$ cat src/rtl/yzh_vektor_carpim_birimi.sv
// yzh_vektor_carpim_birimi
// Dot-product unit for the execute stage. It holds separate W and X buffers
// and computes sum(W[i]*X[i]) for i < min(count_w, count_x) using its own
// pipelined multiply-accumulate, so the core's shared multiplier stays free.
// Optional build macro: YZH_DOYMA_EN. When it is defined, full-width products
// are accumulated and the result is clamped to the signed output range.
// When it is undefined, the low product bits are accumulated with wrap-around.
//
// state   | meaning
// BOSTA   | idle; commands are accepted here
// HESAPLA | issuing one W/X pair per cycle into the multiplier pipeline
// BOSALT  | draining the pipeline, then publishing the result

module yzh_vektor_carpim_birimi #(
  parameter int VERI_GENISLIGI   = 32,
  parameter int DERINLIK         = 16,
  parameter int CARPMA_GECIKMESI = 2
) (
  input  logic                      clk_i,
  input  logic                      rst_i,
  input  logic                      ddb_durdur_i,
  input  logic [2:0]                kontrol_i,
  input  logic                      basla_i,
  input  logic                      rs2_en_i,
  input  logic [VERI_GENISLIGI-1:0] deger1_i,
  input  logic [VERI_GENISLIGI-1:0] deger2_i,
  output logic [VERI_GENISLIGI-1:0] sonuc_o,
  output logic                      bitti_o,
  output logic                      mesgul_o,
  output logic                      w_dolu_o,
  output logic                      x_dolu_o
);

  // Command encodings, matching the core's definitions header.
  localparam logic [2:0] YZH_LD_W  = 3'd0;
  localparam logic [2:0] YZH_LD_X  = 3'd1;
  localparam logic [2:0] YZH_CLR_W = 3'd2;
  localparam logic [2:0] YZH_CLR_X = 3'd3;
  localparam logic [2:0] YZH_RUN   = 3'd4;

  localparam int VG = VERI_GENISLIGI;
  localparam int L  = CARPMA_GECIKMESI;
  localparam int AI = $clog2(DERINLIK);
  localparam int CW = AI + 1;
  localparam int BW = $clog2(CARPMA_GECIKMESI + 1);
`ifdef YZH_DOYMA_EN
  localparam int PW = 2 * VG;
  localparam int AW = PW + AI;
`else
  localparam int PW = VG;
  localparam int AW = VG;
`endif

  localparam logic [CW-1:0] DOLU       = CW'(DERINLIK);
  localparam logic [BW-1:0] BOSALT_BAS = BW'(CARPMA_GECIKMESI);

  typedef enum logic [1:0] {BOSTA, HESAPLA, BOSALT} durum_t;

  durum_t durum_q, durum_d;

  logic [VG-1:0] w_mem [DERINLIK];
  logic [VG-1:0] x_mem [DERINLIK];

  logic [CW-1:0]        sayac_w_q, sayac_w_d, sayac_x_q, sayac_x_d;
  logic [AI-1:0]        idx_q, idx_d;
  logic [CW-1:0]        n_q, n_d;
  logic [BW-1:0]        bosalt_q, bosalt_d;
  logic [L-1:0]         gecerli_q, gecerli_d;
  logic [PW-1:0]        boru_q [L];
  logic signed [AW-1:0] acc_q, acc_d;
  logic [VG-1:0]        sonuc_q, sonuc_d;
  logic                 bitti_q, bitti_d;

  logic                 kabul, run_kabul, hesapla_aktif, bitir;
  logic [CW-1:0]        n_kucuk;
  logic [CW:0]          w_art, x_art;
  logic                 w_yaz1, w_yaz2, x_yaz1, x_yaz2;
  logic signed [VG-1:0] w_oku, x_oku;
  logic signed [PW-1:0] carpim;
  logic signed [AW-1:0] eklenen;
  logic [VG-1:0]        kirpik;

  assign kabul     = basla_i & ~ddb_durdur_i & ~rst_i & (durum_q == BOSTA);
  assign run_kabul = kabul & (kontrol_i == YZH_RUN);
  assign n_kucuk   = (sayac_w_q < sayac_x_q) ? sayac_w_q : sayac_x_q;

  // Load bookkeeping: second word only lands if a slot remains after the first.
  assign w_art  = {1'b0, sayac_w_q} + (CW+1)'(1) + (CW+1)'(rs2_en_i);
  assign x_art  = {1'b0, sayac_x_q} + (CW+1)'(1) + (CW+1)'(rs2_en_i);
  assign w_yaz1 = kabul & (kontrol_i == YZH_LD_W) & (sayac_w_q < DOLU);
  assign x_yaz1 = kabul & (kontrol_i == YZH_LD_X) & (sayac_x_q < DOLU);
  assign w_yaz2 = w_yaz1 & rs2_en_i & (({1'b0, sayac_w_q} + (CW+1)'(1)) < {1'b0, DOLU});
  assign x_yaz2 = x_yaz1 & rs2_en_i & (({1'b0, sayac_x_q} + (CW+1)'(1)) < {1'b0, DOLU});

  assign w_oku = w_mem[idx_q];
  assign x_oku = x_mem[idx_q];
  assign carpim = w_oku * x_oku;

`ifdef YZH_DOYMA_EN
  localparam logic signed [AW-1:0] UST = {{(AW-VG+1){1'b0}}, {(VG-1){1'b1}}};
  localparam logic signed [AW-1:0] ALT = {{(AW-VG+1){1'b1}}, {(VG-1){1'b0}}};
  assign eklenen = {{AI{boru_q[L-1][PW-1]}}, boru_q[L-1]};
  assign kirpik  = (acc_q > UST) ? UST[VG-1:0] :
                   (acc_q < ALT) ? ALT[VG-1:0] : acc_q[VG-1:0];
`else
  assign eklenen = boru_q[L-1];
  assign kirpik  = acc_q;
`endif

  // State register; a stall freezes the sequencer.
  always_ff @(posedge clk_i) begin
    if (rst_i)              durum_q <= BOSTA;
    else if (!ddb_durdur_i) durum_q <= durum_d;
  end

  // Next-state logic; an empty RUN goes straight to the final drain cycle.
  always_comb begin
    durum_d = durum_q;
    case (durum_q)
      BOSTA:   if (run_kabul) durum_d = (n_kucuk != '0) ? HESAPLA : BOSALT;
      HESAPLA: if (({1'b0, idx_q} + CW'(1)) == n_q) durum_d = BOSALT;
      BOSALT:  if (bosalt_q == '0) durum_d = BOSTA;
      default: durum_d = BOSTA;
    endcase
  end

  // State-decoded controls.
  always_comb begin
    mesgul_o      = (durum_q != BOSTA);
    hesapla_aktif = (durum_q == HESAPLA);
    bitir         = (durum_q == BOSALT) && (bosalt_q == '0);
  end

  // Next values of counts, issue index, drain timer, accumulator and result.
  always_comb begin
    sayac_w_d = sayac_w_q;
    sayac_x_d = sayac_x_q;
    idx_d     = idx_q;
    n_d       = n_q;
    bosalt_d  = bosalt_q;
    acc_d     = acc_q;
    sonuc_d   = sonuc_q;
    bitti_d   = 1'b0;
    gecerli_d[0] = hesapla_aktif;
    for (int s = 1; s < L; s++) gecerli_d[s] = gecerli_q[s-1];

    if (kabul && kontrol_i == YZH_LD_W)
      sayac_w_d = (w_art > {1'b0, DOLU}) ? DOLU : w_art[CW-1:0];
    else if (kabul && kontrol_i == YZH_CLR_W)
      sayac_w_d = '0;
    if (kabul && kontrol_i == YZH_LD_X)
      sayac_x_d = (x_art > {1'b0, DOLU}) ? DOLU : x_art[CW-1:0];
    else if (kabul && kontrol_i == YZH_CLR_X)
      sayac_x_d = '0;

    if (hesapla_aktif) idx_d = idx_q + AI'(1);
    if (durum_q == BOSALT && bosalt_q != '0) bosalt_d = bosalt_q - BW'(1);
    if (gecerli_q[L-1]) acc_d = acc_q + eklenen;

    if (run_kabul) begin
      idx_d    = '0;
      n_d      = n_kucuk;
      bosalt_d = (n_kucuk != '0) ? BOSALT_BAS : '0;
      acc_d    = '0;
    end

    if (bitir) begin
      sonuc_d = kirpik;
      bitti_d = 1'b1;
    end
    if (kabul && kontrol_i != YZH_RUN) bitti_d = 1'b1;
  end

  // Control and result registers; everything holds while stalled.
  always_ff @(posedge clk_i) begin
    if (rst_i) begin
      sayac_w_q <= '0;
      sayac_x_q <= '0;
      idx_q     <= '0;
      n_q       <= '0;
      bosalt_q  <= '0;
      gecerli_q <= '0;
      acc_q     <= '0;
      sonuc_q   <= '0;
      bitti_q   <= 1'b0;
    end else if (!ddb_durdur_i) begin
      sayac_w_q <= sayac_w_d;
      sayac_x_q <= sayac_x_d;
      idx_q     <= idx_d;
      n_q       <= n_d;
      bosalt_q  <= bosalt_d;
      gecerli_q <= gecerli_d;
      acc_q     <= acc_d;
      sonuc_q   <= sonuc_d;
      bitti_q   <= bitti_d;
    end
  end

  // Multiplier pipeline data; qualified by gecerli_q, so no reset needed.
  always_ff @(posedge clk_i) begin
    if (!ddb_durdur_i) begin
      boru_q[0] <= carpim;
      for (int s = 1; s < L; s++) boru_q[s] <= boru_q[s-1];
    end
  end

  // Buffer writes; kabul already excludes stall and reset.
  always_ff @(posedge clk_i) begin
    if (w_yaz1) w_mem[sayac_w_q[AI-1:0]]          <= deger1_i;
    if (w_yaz2) w_mem[sayac_w_q[AI-1:0] + AI'(1)] <= deger2_i;
    if (x_yaz1) x_mem[sayac_x_q[AI-1:0]]          <= deger1_i;
    if (x_yaz2) x_mem[sayac_x_q[AI-1:0] + AI'(1)] <= deger2_i;
  end

  assign sonuc_o  = sonuc_q;
  assign bitti_o  = bitti_q;
  assign w_dolu_o = (sayac_w_q == DOLU);
  assign x_dolu_o = (sayac_x_q == DOLU);

endmodule

$ cat config.mk
export PLATFORM = sky130hd
export DESIGN_NAME = yzh_vektor_carpim_birimi
export DESIGN_NICKNAME = d
export VERILOG_FILES = /design/src/rtl/yzh_vektor_carpim_birimi.sv
export SDC_FILE = /design/constraint.sdc
export NUM_CORES = 2
export LEC_CHECK = 0
export CORE_AREA = 2 2 346 348
export DETAILED_ROUTE_END_ITERATION = 8
export DIE_AREA = 0 0 348 350
export PLACE_DENSITY = 0.81
export SLEW_MARGIN = 20
export SYNTH_ARGS = -nofsm -noshare
export SYNTH_HDL_FRONTEND = slang
export SYNTH_SLANG_ARGS = --single-unit
$ cat constraint.sdc
create_clock -name clk_i -period 11.3 [get_ports clk_i]
set_clock_uncertainty 0.05 [all_clocks]
set_input_delay 1.695 -clock clk_i [delete_from_list [all_inputs] [get_ports clk_i]]
set_output_delay 1.695 -clock clk_i [all_outputs]
set_load 0.05 [all_outputs]
==> out/results.ini <==
[status]
status = completed

[timing]
tightest_slew_ns = 1.20
setup_ws_ns = 1.33
post-route-period-util_pct = 88.2
maxSlewViolCount = 0
max_freq_ghz = 0.100
slew_headroom_pct = 20.2
fin_setup_tns_ns = 0
rsz0062_at_grt = false
min_period_ns = 9.97
hold_violations = 0
finalSetupViolCount = 0

[global_routing]
antenna_found_initial = 12
track_usage_pct = 36.2
grt_pass1_wl_mm = 321
grt_start_max_net_pins = 66
gr-total-overflow = 0
grt_pass1_vias = 48600

[setup_path]
cp_num_buf_inv = 5
slowest_stage = o21ai_1
end_kind = flop
worstSetupPathType = reg2reg
required_ns = 11.72
critPathMaxStageDelay_ns = 0.78
crit_fanout = 59
worstPathArrival_ns = 10.39
path_depth = 29
start_kind = flop
crit_family = adder cells
r2r_cells = 29
cpMostUsedCell = fa_1

[yosys]
synth_flop_cell = edfxtp_1
synth_fp_nets = 6273
synth_compound_area_share_pct = 3.13
synth_seq_cells = 1182
synth_top_family_by_area = multiplexers
syn_inst = 5589
yosysWarnings = 0
synth_fa_ha_area_share_pct = 14.3
syn_area_per_cell_um2 = 13.5
synth_edf_count = 1088
synth_xor_area_share_pct = 1.48
synth-async-reset-ratio_pct = 0
yosysUniqueCellTypes = 66
muxShareOfSynthArea_pct = 24.2
synth-simple-area-share_pct = 5.76
netlist_area_um2 = 75200
ys_seq_area_share_pct = 45.9

[die]
num_rows = 126
die_h_um = 350
die_x_um = 348
core_area_um2 = 118000
die-area_um2 = 122000
top_level_ports = 108
initial_utilization_pct = 63.9

[clock_network]
cts_tree = done
htree_levels = 3
cts_root_buffer = clkbuf_16
numCtsBuffers = 120
clk_path_buf_depth = 3
cts.clk_slew.worst_paths_ns = 0.06
hold_buffers = 0
post_cts_resized = 0
cts_setup_buffers = 0
worstSkewPairLatency_ns = 0.75
cts_num_sinks = 1182

[route]
drt_iter0_drc = 6917
wl_mm = 219
drt-pass1-iter-count = 8
ant_nets = 0
route.detailed.drc = 0
wl_per_cell_um = 30.9
routed_via_density = 6.79
vias = 48100

[pwr]
p_per_area_nw_per_um2 = 129
p_leak_nw = 29.7
peakVddDrop_mv = 0.158

[placed_design]
dp.final_hpwl_mm = 127
portBuffers = 107
place_worst_setup_slack_ns = 1.43
gp_congestion = 0.928

[final_layout]
fin_nets = 6140
layout_commonest_cell = edfxtp_1
syn2layout_area_growth_pct = 7.86
layout_common_cells = edfxtp_1, mux2_2, inv_1
drive_gt1_share_pct = 31.9

[min_path]
hold_path.class = reg2reg
holdPathStages = 0
holdCritStartpoint = boru_q[0][3]

[job]
maxCapViolCount = 0

-- final cells by class --
class                           count  area (um^2)
Antenna cell                        2         5.00
Clock buffer                      152         3170
Clock inverter                     66          512
Fill cell                        7777        36600
Inverter                          494         1850
Multi-Input combinational cell   3427        37200
Sequential cell                  1182        34600
Tap cell                         1536         1920
Timing Repair Buffer              231         1900
-- cell usage after synthesis, types with 8 or more instances --
cell      number  area share (%)
nor2b_1       50            0.42
nor2_1       341             1.7
edfxtp_1    1088              43
ha_1         203             3.4
o21ai_0       54            0.36
or2_2         44            0.37
nand2_1      362             1.8
a211oi_1       8           0.080
nand2b_1      72            0.60
mux4_2       272             8.1
dfxtp_1       94             2.5
buf_6         19            0.28
nand3_1       43            0.29
buf_4         11            0.11
xor2_1        27            0.31
mux2_2      1027              15
mux2i_1       30            0.40
clkbuf_1     364             1.8
o21ai_1       15            0.10
buf_2         28            0.19
inv_1        493             2.5
o21a_1        17            0.17
a21o_1        38            0.38
a21oi_1      125            0.83
a22oi_1       19            0.19
xnor2_1      100             1.2
buf_1         64            0.32
and2_1        15            0.12
a22o_1        18            0.21
and3_1         8           0.067
nor3_1        14           0.093
fa_1         409              11
a221oi_1      13            0.15
mux2_1        21            0.31
-- worst reg2reg max path, delay by kind of cell, from the launching register on --
kind            cells  cell delay (ns)
fa+ha+maj           9             4.38
simple gates        2             0.29
xor+xnor            1             0.09
mux                 2             0.95
flops               1             0.62
compound gates     10             2.61
buf+inv             5             0.74
-- metal layers --
metal  wire [um]  GRT usage (%)  vias up
met2      101000           56.6     3405
met5          57              0        -
met1       78500           48.7    24400
li1            -              -    19600
met4       12300           17.6        8
met3       27600           7.95      684
-- worst paths after layout --
check	end	slack (ns)
setup / recovery	boru_q[0][31]	1.33
hold / removal	boru_q[0][35]	0.37
setup reg to reg	boru_q[0][31]	1.33
hold reg to reg	boru_q[0][35]	0.37
-- registers in the layout (all words and copies together) (netlist names), named ones only --
| name | flops |
|---|---|
| sonuc_o | 32 |
| x_mem | 512 |
| gecerli_q | 2 |
| sayac_x_q | 5 |
| durum_q | 2 |
| sayac_w_q | 5 |
| bitti_o | 1 |
| boru_q | 64 |
| w_mem | 512 |
| n_q | 5 |
| acc_q | 32 |
| idx_q | 4 |
| bosalt_q | 2 |
-- through the flow --
| stage | util, % | cell area, um^2 | hold slack (ns) | power (mW) | instances |
|---|---|---|---|---|---|
| floorplan | - | 75200 | 0.350 | 6.30 | 5589 |
| global placement | 65.9 | 77600 | 0.351 | 6.65 | 6868 |
| detailed placement | 65.9 | 77600 | 0.355 | 6.71 | 6868 |
| CTS | 69.0 | 81300 | 0.367 | 10.4 | 7086 |
| global route | 68.9 | 81100 | 0.375 | 10.8 | 7089 |
| finish | 68.9 | 81100 | 0.365 | 10.4 | 7090 |
-- logic make-up after synthesis --
kind of cell | count (synthesis)
mux | 1350
flops | 1182
simple gates | 981
buf+inv | 980
fa+ha+maj | 612
compound gates | 357
xor+xnor | 127
-- power breakdown --
part,switching [mW],internal [mW]
registers,0.0352,4.92
clock network,1.72,2.09
logic,0.913,0.754
total,2.67,7.76
Power figures use the tool's default switching activity.
